### config.mk
export PLATFORM = sky130hd
export DESIGN_NAME = pwm_multi
export DESIGN_NICKNAME = d
export VERILOG_FILES = /design/src/rtl/pwm_multi_pkg.sv /design/src/rtl/pwm_multi_channel.sv /design/src/rtl/pwm_multi.sv
export SDC_FILE = /design/constraint.sdc
export NUM_CORES = 2
export LEC_CHECK = 0
export CAP_MARGIN = 20
export CORE_MARGIN = 2
export CORE_UTILIZATION = 30
export DETAILED_ROUTE_END_ITERATION = 8
export DONT_BUFFER_PORTS = 1
export GPL_ROUTABILITY_DRIVEN = 0
export GPL_TIMING_DRIVEN = 0
export PLACE_DENSITY = 0.54
export SYNTH_ARGS = -nofsm -noshare
export SYNTH_HDL_FRONTEND = slang
export SYNTH_SLANG_ARGS = --single-unit
### constraint.sdc
create_clock -name clk -period 4.23 [get_ports clk]
set_clock_uncertainty 0.05 [all_clocks]
set_input_delay 0.6345 -clock clk [delete_from_list [all_inputs] [get_ports clk]]
set_output_delay 0.6345 -clock clk [all_outputs]
set_load 0.02 [all_outputs]
### src/rtl/pwm_multi_pkg.sv
// ---------------------------------------------------------------------------
// pwm_multi_pkg
// Shared definitions for the multi-channel pulse generator:
//   - state_t      : per-channel FSM states (IDLE, LOW, HIGH)
//   - OFS_*        : register offsets from a channel's base address
//   - CTRL_/STAT_* : bit positions inside the CTRL and STATUS bytes
//   - DEF_*        : values loaded by the init strobe
//   - get_byte/put_byte : little-endian byte access into a 32-bit word
// Optional feature macro used by the design: PWM_BURST_EN
// ---------------------------------------------------------------------------
package pwm_multi_pkg;

    typedef enum logic [1:0] {
        IDLE = 2'd0,
        LOW  = 2'd1,
        HIGH = 2'd2
    } state_t;

    localparam logic [3:0] OFS_CTRL  = 4'd0;
    localparam logic [3:0] OFS_STAT  = 4'd1;
    localparam logic [3:0] OFS_ZERO  = 4'd4;
    localparam logic [3:0] OFS_SIG   = 4'd8;
    localparam logic [3:0] OFS_BURST = 4'd12;

    localparam int CTRL_EN      = 0;
    localparam int CTRL_ONESHOT = 1;
    localparam int CTRL_INV     = 2;
    localparam int CTRL_SRST    = 7;

    localparam int STAT_RUN  = 0;
    localparam int STAT_HIGH = 1;
    localparam int STAT_DONE = 2;

    localparam logic [31:0] DEF_ZERO   = 32'd0;
    localparam logic [31:0] DEF_SIGNAL = 32'd16;

    function automatic logic [7:0] get_byte(input logic [31:0] w, input logic [1:0] idx);
        return w[{idx, 3'b000} +: 8];
    endfunction

    function automatic logic [31:0] put_byte(input logic [31:0] w, input logic [1:0] idx,
                                             input logic [7:0] b);
        logic [31:0] t;
        t = w;
        t[{idx, 3'b000} +: 8] = b;
        return t;
    endfunction

endpackage

### src/rtl/pwm_multi_channel.sv
// ---------------------------------------------------------------------------
// pwm_channel
// One pulse-generator channel: CTRL/STATUS/ZERO/SIGNAL registers, period
// shadows, down-counter and the IDLE/LOW/HIGH sequencer.
// Ports:
//   clk       in  system clock
//   i_res     in  synchronous active-high reset (clears everything)
//   i_init    in  synchronous load of defaults (ZERO=0, SIGNAL=16, CTRL=0)
//   i_sel     in  this channel is addressed by the bus
//   i_ofs     in  byte offset inside the channel's 16-byte window
//   i_data    in  byte write data
//   i_we      in  byte write strobe
//   i_we32    in  32-bit write strobe (ZERO/SIGNAL byte-0 offsets only)
//   i_data32  in  32-bit write data
//   o_rdata   out combinational read byte for i_ofs (top registers it)
//   o_out     out pulse output
// Macro PWM_BURST_EN adds a 16-bit BURST register at offsets 12..13.
// ---------------------------------------------------------------------------
module pwm_channel
    import pwm_multi_pkg::*;
#(
    parameter int CNT_W = 32
) (
    input  logic        clk,
    input  logic        i_res,
    input  logic        i_init,
    input  logic        i_sel,
    input  logic [3:0]  i_ofs,
    input  logic [7:0]  i_data,
    input  logic        i_we,
    input  logic        i_we32,
    input  logic [31:0] i_data32,
    output logic [7:0]  o_rdata,
    output logic        o_out
);

    localparam logic [CNT_W-1:0] ONE = CNT_W'(1);

    logic [CNT_W-1:0] r_zero, r_signal;
    logic [CNT_W-1:0] r_sh_zero, r_sh_signal;
    logic [CNT_W-1:0] r_cnt;
    logic             r_en, r_oneshot, r_inv, r_done;
    state_t           r_state;

    state_t           w_state_nx;
    logic [CNT_W-1:0] w_cnt_nx, w_sh_zero_nx, w_sh_signal_nx;
    logic             w_start, w_period_end, w_finish, w_burst_last;
    logic             w_wr, w_wr32, w_srst;

`ifdef PWM_BURST_EN
    logic [15:0] r_burst;
    logic [15:0] r_rem;     // periods left; 0 means unlimited
    assign w_burst_last = (r_rem == 16'd1);
`else
    assign w_burst_last = 1'b0;
`endif

    // Byte write into a CNT_W-wide register; bytes above CNT_W fall away.
    function automatic logic [CNT_W-1:0] wr_byte(input logic [CNT_W-1:0] cur,
                                                 input logic [1:0] idx,
                                                 input logic [7:0] b);
        logic [31:0] t;
        t = put_byte(32'(cur), idx, b);
        return t[CNT_W-1:0];
    endfunction

    assign w_wr   = i_sel && i_we && !i_we32;
    assign w_wr32 = i_sel && i_we32;
    // SRST outranks a simultaneous 32-bit write, so it ignores i_we32.
    assign w_srst = i_sel && i_we && (i_ofs == OFS_CTRL) && i_data[CTRL_SRST];

    assign o_out = (r_state == HIGH) ^ r_inv;

    always_comb begin
        w_state_nx     = r_state;
        w_cnt_nx       = r_cnt;
        w_sh_zero_nx   = r_sh_zero;
        w_sh_signal_nx = r_sh_signal;
        w_start        = 1'b0;
        w_period_end   = 1'b0;
        w_finish       = 1'b0;

        case (r_state)
            IDLE: begin
                if (r_en && ((r_zero != '0) || (r_signal != '0))) begin
                    w_start        = 1'b1;
                    w_sh_zero_nx   = r_zero;
                    w_sh_signal_nx = r_signal;
                    if (r_zero != '0) begin
                        w_state_nx = LOW;
                        w_cnt_nx   = r_zero - ONE;
                    end else begin
                        w_state_nx = HIGH;
                        w_cnt_nx   = r_signal - ONE;
                    end
                end
            end
            LOW: begin
                if (!r_en) begin
                    w_state_nx = IDLE;
                end else if (r_cnt == '0) begin
                    if (r_sh_signal != '0) begin
                        w_state_nx = HIGH;
                        w_cnt_nx   = r_sh_signal - ONE;
                    end else begin
                        w_period_end = 1'b1;
                    end
                end else begin
                    w_cnt_nx = r_cnt - ONE;
                end
            end
            HIGH: begin
                if (!r_en) begin
                    w_state_nx = IDLE;
                end else if (r_cnt == '0) begin
                    w_period_end = 1'b1;
                end else begin
                    w_cnt_nx = r_cnt - ONE;
                end
            end
            default: w_state_nx = IDLE;
        endcase

        // Period boundary: either finish or reload the shadows with no dead cycle.
        if (w_period_end) begin
            if (r_oneshot || w_burst_last) begin
                w_state_nx = IDLE;
                w_finish   = 1'b1;
            end else begin
                w_sh_zero_nx   = r_zero;
                w_sh_signal_nx = r_signal;
                if (r_zero != '0) begin
                    w_state_nx = LOW;
                    w_cnt_nx   = r_zero - ONE;
                end else if (r_signal != '0) begin
                    w_state_nx = HIGH;
                    w_cnt_nx   = r_signal - ONE;
                end else begin
                    w_state_nx = IDLE;
                end
            end
        end
    end

    always_ff @(posedge clk) begin
        if (i_res) begin
            r_zero      <= '0;
            r_signal    <= '0;
            r_sh_zero   <= '0;
            r_sh_signal <= '0;
            r_cnt       <= '0;
            r_en        <= 1'b0;
            r_oneshot   <= 1'b0;
            r_inv       <= 1'b0;
            r_done      <= 1'b0;
            r_state     <= IDLE;
`ifdef PWM_BURST_EN
            r_burst     <= '0;
            r_rem       <= '0;
`endif
        end else if (i_init) begin
            r_zero      <= DEF_ZERO[CNT_W-1:0];
            r_signal    <= DEF_SIGNAL[CNT_W-1:0];
            r_cnt       <= '0;
            r_en        <= 1'b0;
            r_oneshot   <= 1'b0;
            r_inv       <= 1'b0;
            r_done      <= 1'b0;
            r_state     <= IDLE;
`ifdef PWM_BURST_EN
            r_rem       <= '0;
`endif
        end else if (w_srst) begin
            r_cnt       <= '0;
            r_en        <= 1'b0;
            r_oneshot   <= 1'b0;
            r_inv       <= 1'b0;
            r_done      <= 1'b0;
            r_state     <= IDLE;
`ifdef PWM_BURST_EN
            r_rem       <= '0;
`endif
        end else begin
            r_state     <= w_state_nx;
            r_cnt       <= w_cnt_nx;
            r_sh_zero   <= w_sh_zero_nx;
            r_sh_signal <= w_sh_signal_nx;
            if (w_finish) begin
                r_done <= 1'b1;
                r_en   <= 1'b0;
            end
`ifdef PWM_BURST_EN
            if (w_start) begin
                r_rem <= r_burst;
            end else if (w_period_end && (r_rem != 16'd0)) begin
                r_rem <= r_rem - 16'd1;
            end
`endif
            // Bus writes come last so a CTRL write beats a same-cycle completion.
            if (w_wr32) begin
                if (i_ofs == OFS_ZERO) begin
                    r_zero <= i_data32[CNT_W-1:0];
                end else if (i_ofs == OFS_SIG) begin
                    r_signal <= i_data32[CNT_W-1:0];
                end
            end else if (w_wr) begin
                if (i_ofs == OFS_CTRL) begin
                    r_en      <= i_data[CTRL_EN];
                    r_oneshot <= i_data[CTRL_ONESHOT];
                    r_inv     <= i_data[CTRL_INV];
                    r_done    <= 1'b0;
                end else if (i_ofs[3:2] == OFS_ZERO[3:2]) begin
                    r_zero <= wr_byte(r_zero, i_ofs[1:0], i_data);
                end else if (i_ofs[3:2] == OFS_SIG[3:2]) begin
                    r_signal <= wr_byte(r_signal, i_ofs[1:0], i_data);
                end
`ifdef PWM_BURST_EN
                else if (i_ofs == OFS_BURST) begin
                    r_burst[7:0] <= i_data;
                end else if (i_ofs == (OFS_BURST + 4'd1)) begin
                    r_burst[15:8] <= i_data;
                end
`endif
            end
        end
    end

    always_comb begin
        o_rdata = '0;
        if (i_ofs == OFS_CTRL) begin
            o_rdata[CTRL_EN]      = r_en;
            o_rdata[CTRL_ONESHOT] = r_oneshot;
            o_rdata[CTRL_INV]     = r_inv;
        end else if (i_ofs == OFS_STAT) begin
            o_rdata[STAT_RUN]  = (r_state != IDLE);
            o_rdata[STAT_HIGH] = (r_state == HIGH);
            o_rdata[STAT_DONE] = r_done;
`ifdef PWM_BURST_EN
            o_rdata[7:3]       = r_rem[4:0];
`endif
        end else if (i_ofs[3:2] == OFS_ZERO[3:2]) begin
            o_rdata = get_byte(32'(r_zero), i_ofs[1:0]);
        end else if (i_ofs[3:2] == OFS_SIG[3:2]) begin
            o_rdata = get_byte(32'(r_signal), i_ofs[1:0]);
        end
`ifdef PWM_BURST_EN
        else if (i_ofs == OFS_BURST) begin
            o_rdata = r_burst[7:0];
        end else if (i_ofs == (OFS_BURST + 4'd1)) begin
            o_rdata = r_burst[15:8];
        end
`endif
    end

endmodule

### src/rtl/pwm_multi.sv
// ---------------------------------------------------------------------------
// pwm_multi
// N-channel programmable pulse generator on the 8-bit register bus.
// This level only decodes the address onto channels and registers read data.
// Ports:
//   clk        in  system clock
//   res        in  synchronous active-high reset
//   init       in  synchronous load of channel defaults
//   addr       in  register byte address (channel c at BASE_ADDR + 16*c)
//   data_in    in  byte write data
//   we         in  byte write strobe
//   we32       in  32-bit write strobe for ZERO/SIGNAL
//   data_in32  in  32-bit write data
//   data_out   out registered read data, 0 for unmapped addresses
//   out        out pulse outputs, bit c = channel c
// Macro PWM_BURST_EN enables the per-channel BURST period limit.
// ---------------------------------------------------------------------------
module pwm_multi
    import pwm_multi_pkg::*;
#(
    parameter int         N_CH      = 4,
    parameter int         CNT_W     = 32,
    parameter logic [7:0] BASE_ADDR = 8'h50
) (
    input  logic            clk,
    input  logic            res,
    input  logic            init,
    input  logic [7:0]      addr,
    input  logic [7:0]      data_in,
    input  logic            we,
    input  logic            we32,
    input  logic [31:0]     data_in32,
    output logic [7:0]      data_out,
    output logic [N_CH-1:0] out
);

    localparam logic [4:0] NCH5 = 5'(N_CH);

    logic [7:0]      w_rel;
    logic            w_hit;
    logic [N_CH-1:0] w_sel;
    logic [7:0]      w_rd_ch [N_CH];
    logic [7:0]      w_rd;

    assign w_rel = addr - BASE_ADDR;
    assign w_hit = (addr >= BASE_ADDR) && ({1'b0, w_rel[7:4]} < NCH5);

    for (genvar c = 0; c < N_CH; c++) begin : g_ch
        assign w_sel[c] = w_hit && (w_rel[7:4] == 4'(c));

        pwm_channel #(
            .CNT_W(CNT_W)
        ) u_ch (
            .clk      (clk),
            .i_res    (res),
            .i_init   (init),
            .i_sel    (w_sel[c]),
            .i_ofs    (w_rel[3:0]),
            .i_data   (data_in),
            .i_we     (we),
            .i_we32   (we32),
            .i_data32 (data_in32),
            .o_rdata  (w_rd_ch[c]),
            .o_out    (out[c])
        );
    end

    always_comb begin
        w_rd = '0;
        for (int c = 0; c < N_CH; c++) begin
            if (w_sel[c]) begin
                w_rd = w_rd_ch[c];
            end
        end
    end

    always_ff @(posedge clk) begin
        if (res) begin
            data_out <= '0;
        end else begin
            data_out <= w_rd;
        end
    end

endmodule

==> impl_metrics.toml <==
[clock_tree]
hold_buffers = 0
clockBufferDepth = 3
clkTransAtPathRegs_ns = 0.06
clk_latency_ns = 0.65
cts.sinks = 544
cts_tree = "done"
h-tree-depth = 3
numCtsBuffers = 68
root_buffer = "clkbuf_16"

[global_route]
grt_max_degree = 13
grt_pass1_vias = 39800
globalRouteTotalUtil = 0.275
grt_use_met3 = 0.0960
antenna_found_initial = 15
grt_pass1_wl_um = 272000
use_met1 = 0.362
globalRouteMet2Util = 0.404
busiest_layer = "met2"
gr-total-overflow = 0

[floorplanning]
boundaryPins = 65
die_h_um = 363
start_util = 0.303
fp.dieW_um = 363
die_area_um2 = 132000
fp-row-count = 131
core_area_um2 = 128000

[sta]
grt_setup_unrepaired = "false"
worst_slack_ns = 0.00917
finalHoldViolations = 0
slew_headroom = 0.163
clock.fmax_mhz = 237
setup_violations = 0
slew_violations = 0
fin_crit_ns = 4.22
fin_crit_sh = 0.998
tightest_slew_ns = 1.25
fin_tns_setup_ns = 0

[final_layout]
fin_nets = 5497
n_fill_cell = 13800
area_growth_pct = 12.9
seq_area_um2 = 10900
layout-drive-gt1-share = 0.0613
multi_input_area_um2 = 26200

[detailed_routing]
ant_nets = 0
vias_per_cell = 6.21
dr.pass1.iters = 9
dr.first_iter.drc_count = 6419
drc = 112
vias = 44300
wl_per_cell_um = 26.6
wirelength_um = 190000

[setup_path]
cpPeakStageDelay_ns = 0.64
endpoint_kind = "flip-flop"
crit_fanout = 7
cp.arrival_ns = 4.75
crit_chain = "or4_1 > clkbuf_1 > or3_1 > clkbuf_1 > nor3_1 > o2111ai_1 > o21ai_0 > nand3_1 > a211oi_1 > a21o_1"
start_kind = "flip-flop"
required_ns = 4.76
crit_path_frequent_cell = "clkbuf_1"
cpMaxStageDelayCell = "a211oi_1"
criticalPathCategory = "reg2reg"

[pwr]
p_leak_nw = 16.0
powerDensity_nw_per_um2 = 287
ir_drop_v = 0.000289

[placement]
dp_slack_ns = -1.50
dpl.hpwl_um = 146000
portBuffers = 0

[yosys]
yosysWarningCount = 0
async_flop_share = 0
avgSynthCellArea_um2 = 7.30
synth_nets = 5399
synth_cell_types = 94
synth-edff-count = 0
seq_area_frac_synth = 0.281
synthCells = 5302
synthFlopType = "dfxtp_1"
synth_area_um2 = 38700
ys_seq_elements = 544

[run_status]
violations = "DRC"
status = "finished, violations left"

[run]
drv_cap = 0

[hold_path]
hold_class = "in2reg"
==> cell families (layout without fill, tap and decap cells) <==
family / after synthesis / in the layout / share of synthesized area
fa+ha+maj: 44 / 44 / 0.0142
mux: 155 / 155 / 0.0533
simple gates: 2282 / 2282 / 0.279
other cells: 0 / 14 / 0
compound gates: 1469 / 1469 / 0.244
xor+xnor: 365 / 365 / 0.0826
flops: 544 / 544 / 0.281
buf+inv: 443 / 594 / 0.0456
==> layout by cell type, fill, tap and decap left out, types with 20 or more instances in the layout <==
cell type  instances
nor2_1           811
nand2_1          573
dfxtp_1          544
a21oi_1          441
clkbuf_1         303
a211oi_1         301
o21ai_0          245
nor3_1           200
xor2_1           189
xnor2_1          176
nor4_1           135
nand3_1          112
mux2i_1          106
o22ai_1           94
inv_1             81
or4_1             78
clkbuf_16         73
or3_1             69
nand4_1           50
a22oi_1           50
ha_1              44
mux4_2            40
a31oi_1           39
o211ai_1          37
nand2b_1          35
buf_2             33
o31ai_1           28
or2_2             24
and3_1            23
and2_1            22
nor3b_1           21
nand3b_1          21
nor4_2            20
clkbuf_8          20
==> synthesized netlist by cell type (15+ instances only) <==
cell type  instances  share of area
ha_1              44          0.014
a211oi_1         301          0.058
mux4_2            40          0.023
a22oi_1           50         0.0097
xnor2_1          176          0.040
nand4_1           50         0.0081
or3_1             69          0.011
o21ai_0          246          0.032
o32ai_1           17         0.0038
nand3b_1          21         0.0041
nand2b_1          35         0.0057
nand2_1          574          0.056
a221oi_1          16         0.0036
clkbuf_1         300          0.029
a21oi_1          447          0.058
buf_2             28         0.0036
nor3b_1           22         0.0043
o31ai_1           28         0.0054
a31oi_1           39         0.0063
o21a_1            16         0.0031
xor2_1           189          0.043
o22ai_1           94          0.015
o221ai_1          19         0.0043
dfxtp_1          544           0.28
or2_2             24         0.0039
nor4_1           150          0.024
o211ai_1          37         0.0072
and2_1            22         0.0036
buf_1             18         0.0017
inv_1             81         0.0079
nor2_1           812          0.079
a32oi_1           16         0.0036
nor2b_1           15         0.0024
a22o_1            15         0.0034
nor3_1           204          0.026
and3_1            23         0.0037
or4_1             78          0.015
nand3_1          112          0.014
mux2i_1          106          0.027
==> routing by layer <==
| metal | wire length (um) | up-vias |
|---|---|---|
| li1 | - | 19700 |
| met3 | 25100 | 650 |
| met5 | 413 | - |
| met2 | 77600 | 2916 |
| met1 | 77000 | 21000 |
| met4 | 9650 | 25 |
==> power by group <==
part / internal (mW) / switching (mW)
clock network: 3.84 / 2.54
registers: 5.13 / 0.0146
logic: 0.266 / 0.743
==> registers in the layout, indices dropped and copies added (netlist names) <==
register,flops
g_ch.u_ch.r_state,8
g_ch.u_ch.r_sh_signal,128
g_ch.u_ch.r_inv,4
g_ch.u_ch.r_zero,128
data_out,8
g_ch.u_ch.r_signal,128
g_ch.u_ch.r_en,4
g_ch.u_ch.r_cnt,128
g_ch.u_ch.r_done,4
g_ch.u_ch.r_oneshot,4
==> final timing paths <==
kind	from	cells past startpoint	slack, ns	endpoint
max	g_ch[3].u_ch.r_sh_signal[4]	10	0.009	g_ch[3].u_ch.r_cnt[9]
min	data_in32[14]	2	0.23	g_ch[0].u_ch.r_zero[14]
max reg2reg	g_ch[3].u_ch.r_sh_signal[4]	10	0.009	g_ch[3].u_ch.r_cnt[9]
min reg2reg	g_ch[0].u_ch.r_sh_signal[14]	2	0.44	g_ch[0].u_ch.r_sh_signal[14]
==> stage by stage <==
step                      power, mW  cells  utilization  hold WS [ns]  area [um^2]
after global placement         6.19   6964        0.319         0.416        40800
after detailed placement       6.20   6979        0.320         0.429        41000
after CTS                      12.5   7102        0.340         0.225        43400
after global routing           12.8   7117        0.342         0.248        43700
final                          12.5   7129        0.342         0.230        43700
after floorplan                5.82   5302            -         0.384        38700
==> critical path: cells and delay by family (launching register included) <==
family | cells | cell delay, ns
flip-flops | 1 | 0.37
AO/OA/AOI/OAI | 4 | 1.55
buffers and inverters | 2 | 0.37
AND/OR/NAND/NOR | 4 | 1.82
==> area by class of cell <==
| class | count | area share |
|---|---|---|
| antenna | 14 | 0.000802 |
| clock inverter | 20 | 0.00601 |
| inverter | 84 | 0.00722 |
| tap | 1662 | 0.0476 |
| timing repair buffer | 28 | 0.00610 |
| buffer | 359 | 0.0336 |
| sequential | 544 | 0.249 |
| clock buffer | 103 | 0.0487 |
| multi-input combinational | 4315 | 0.601 |
==> what timing repair did <==
item	in CTS	in global routing
setup endpoints to repair	212	196
buffers inserted	0	5
pin swaps	0	2
gates resized for setup	20	31
(Power assumes the default switching activity.)
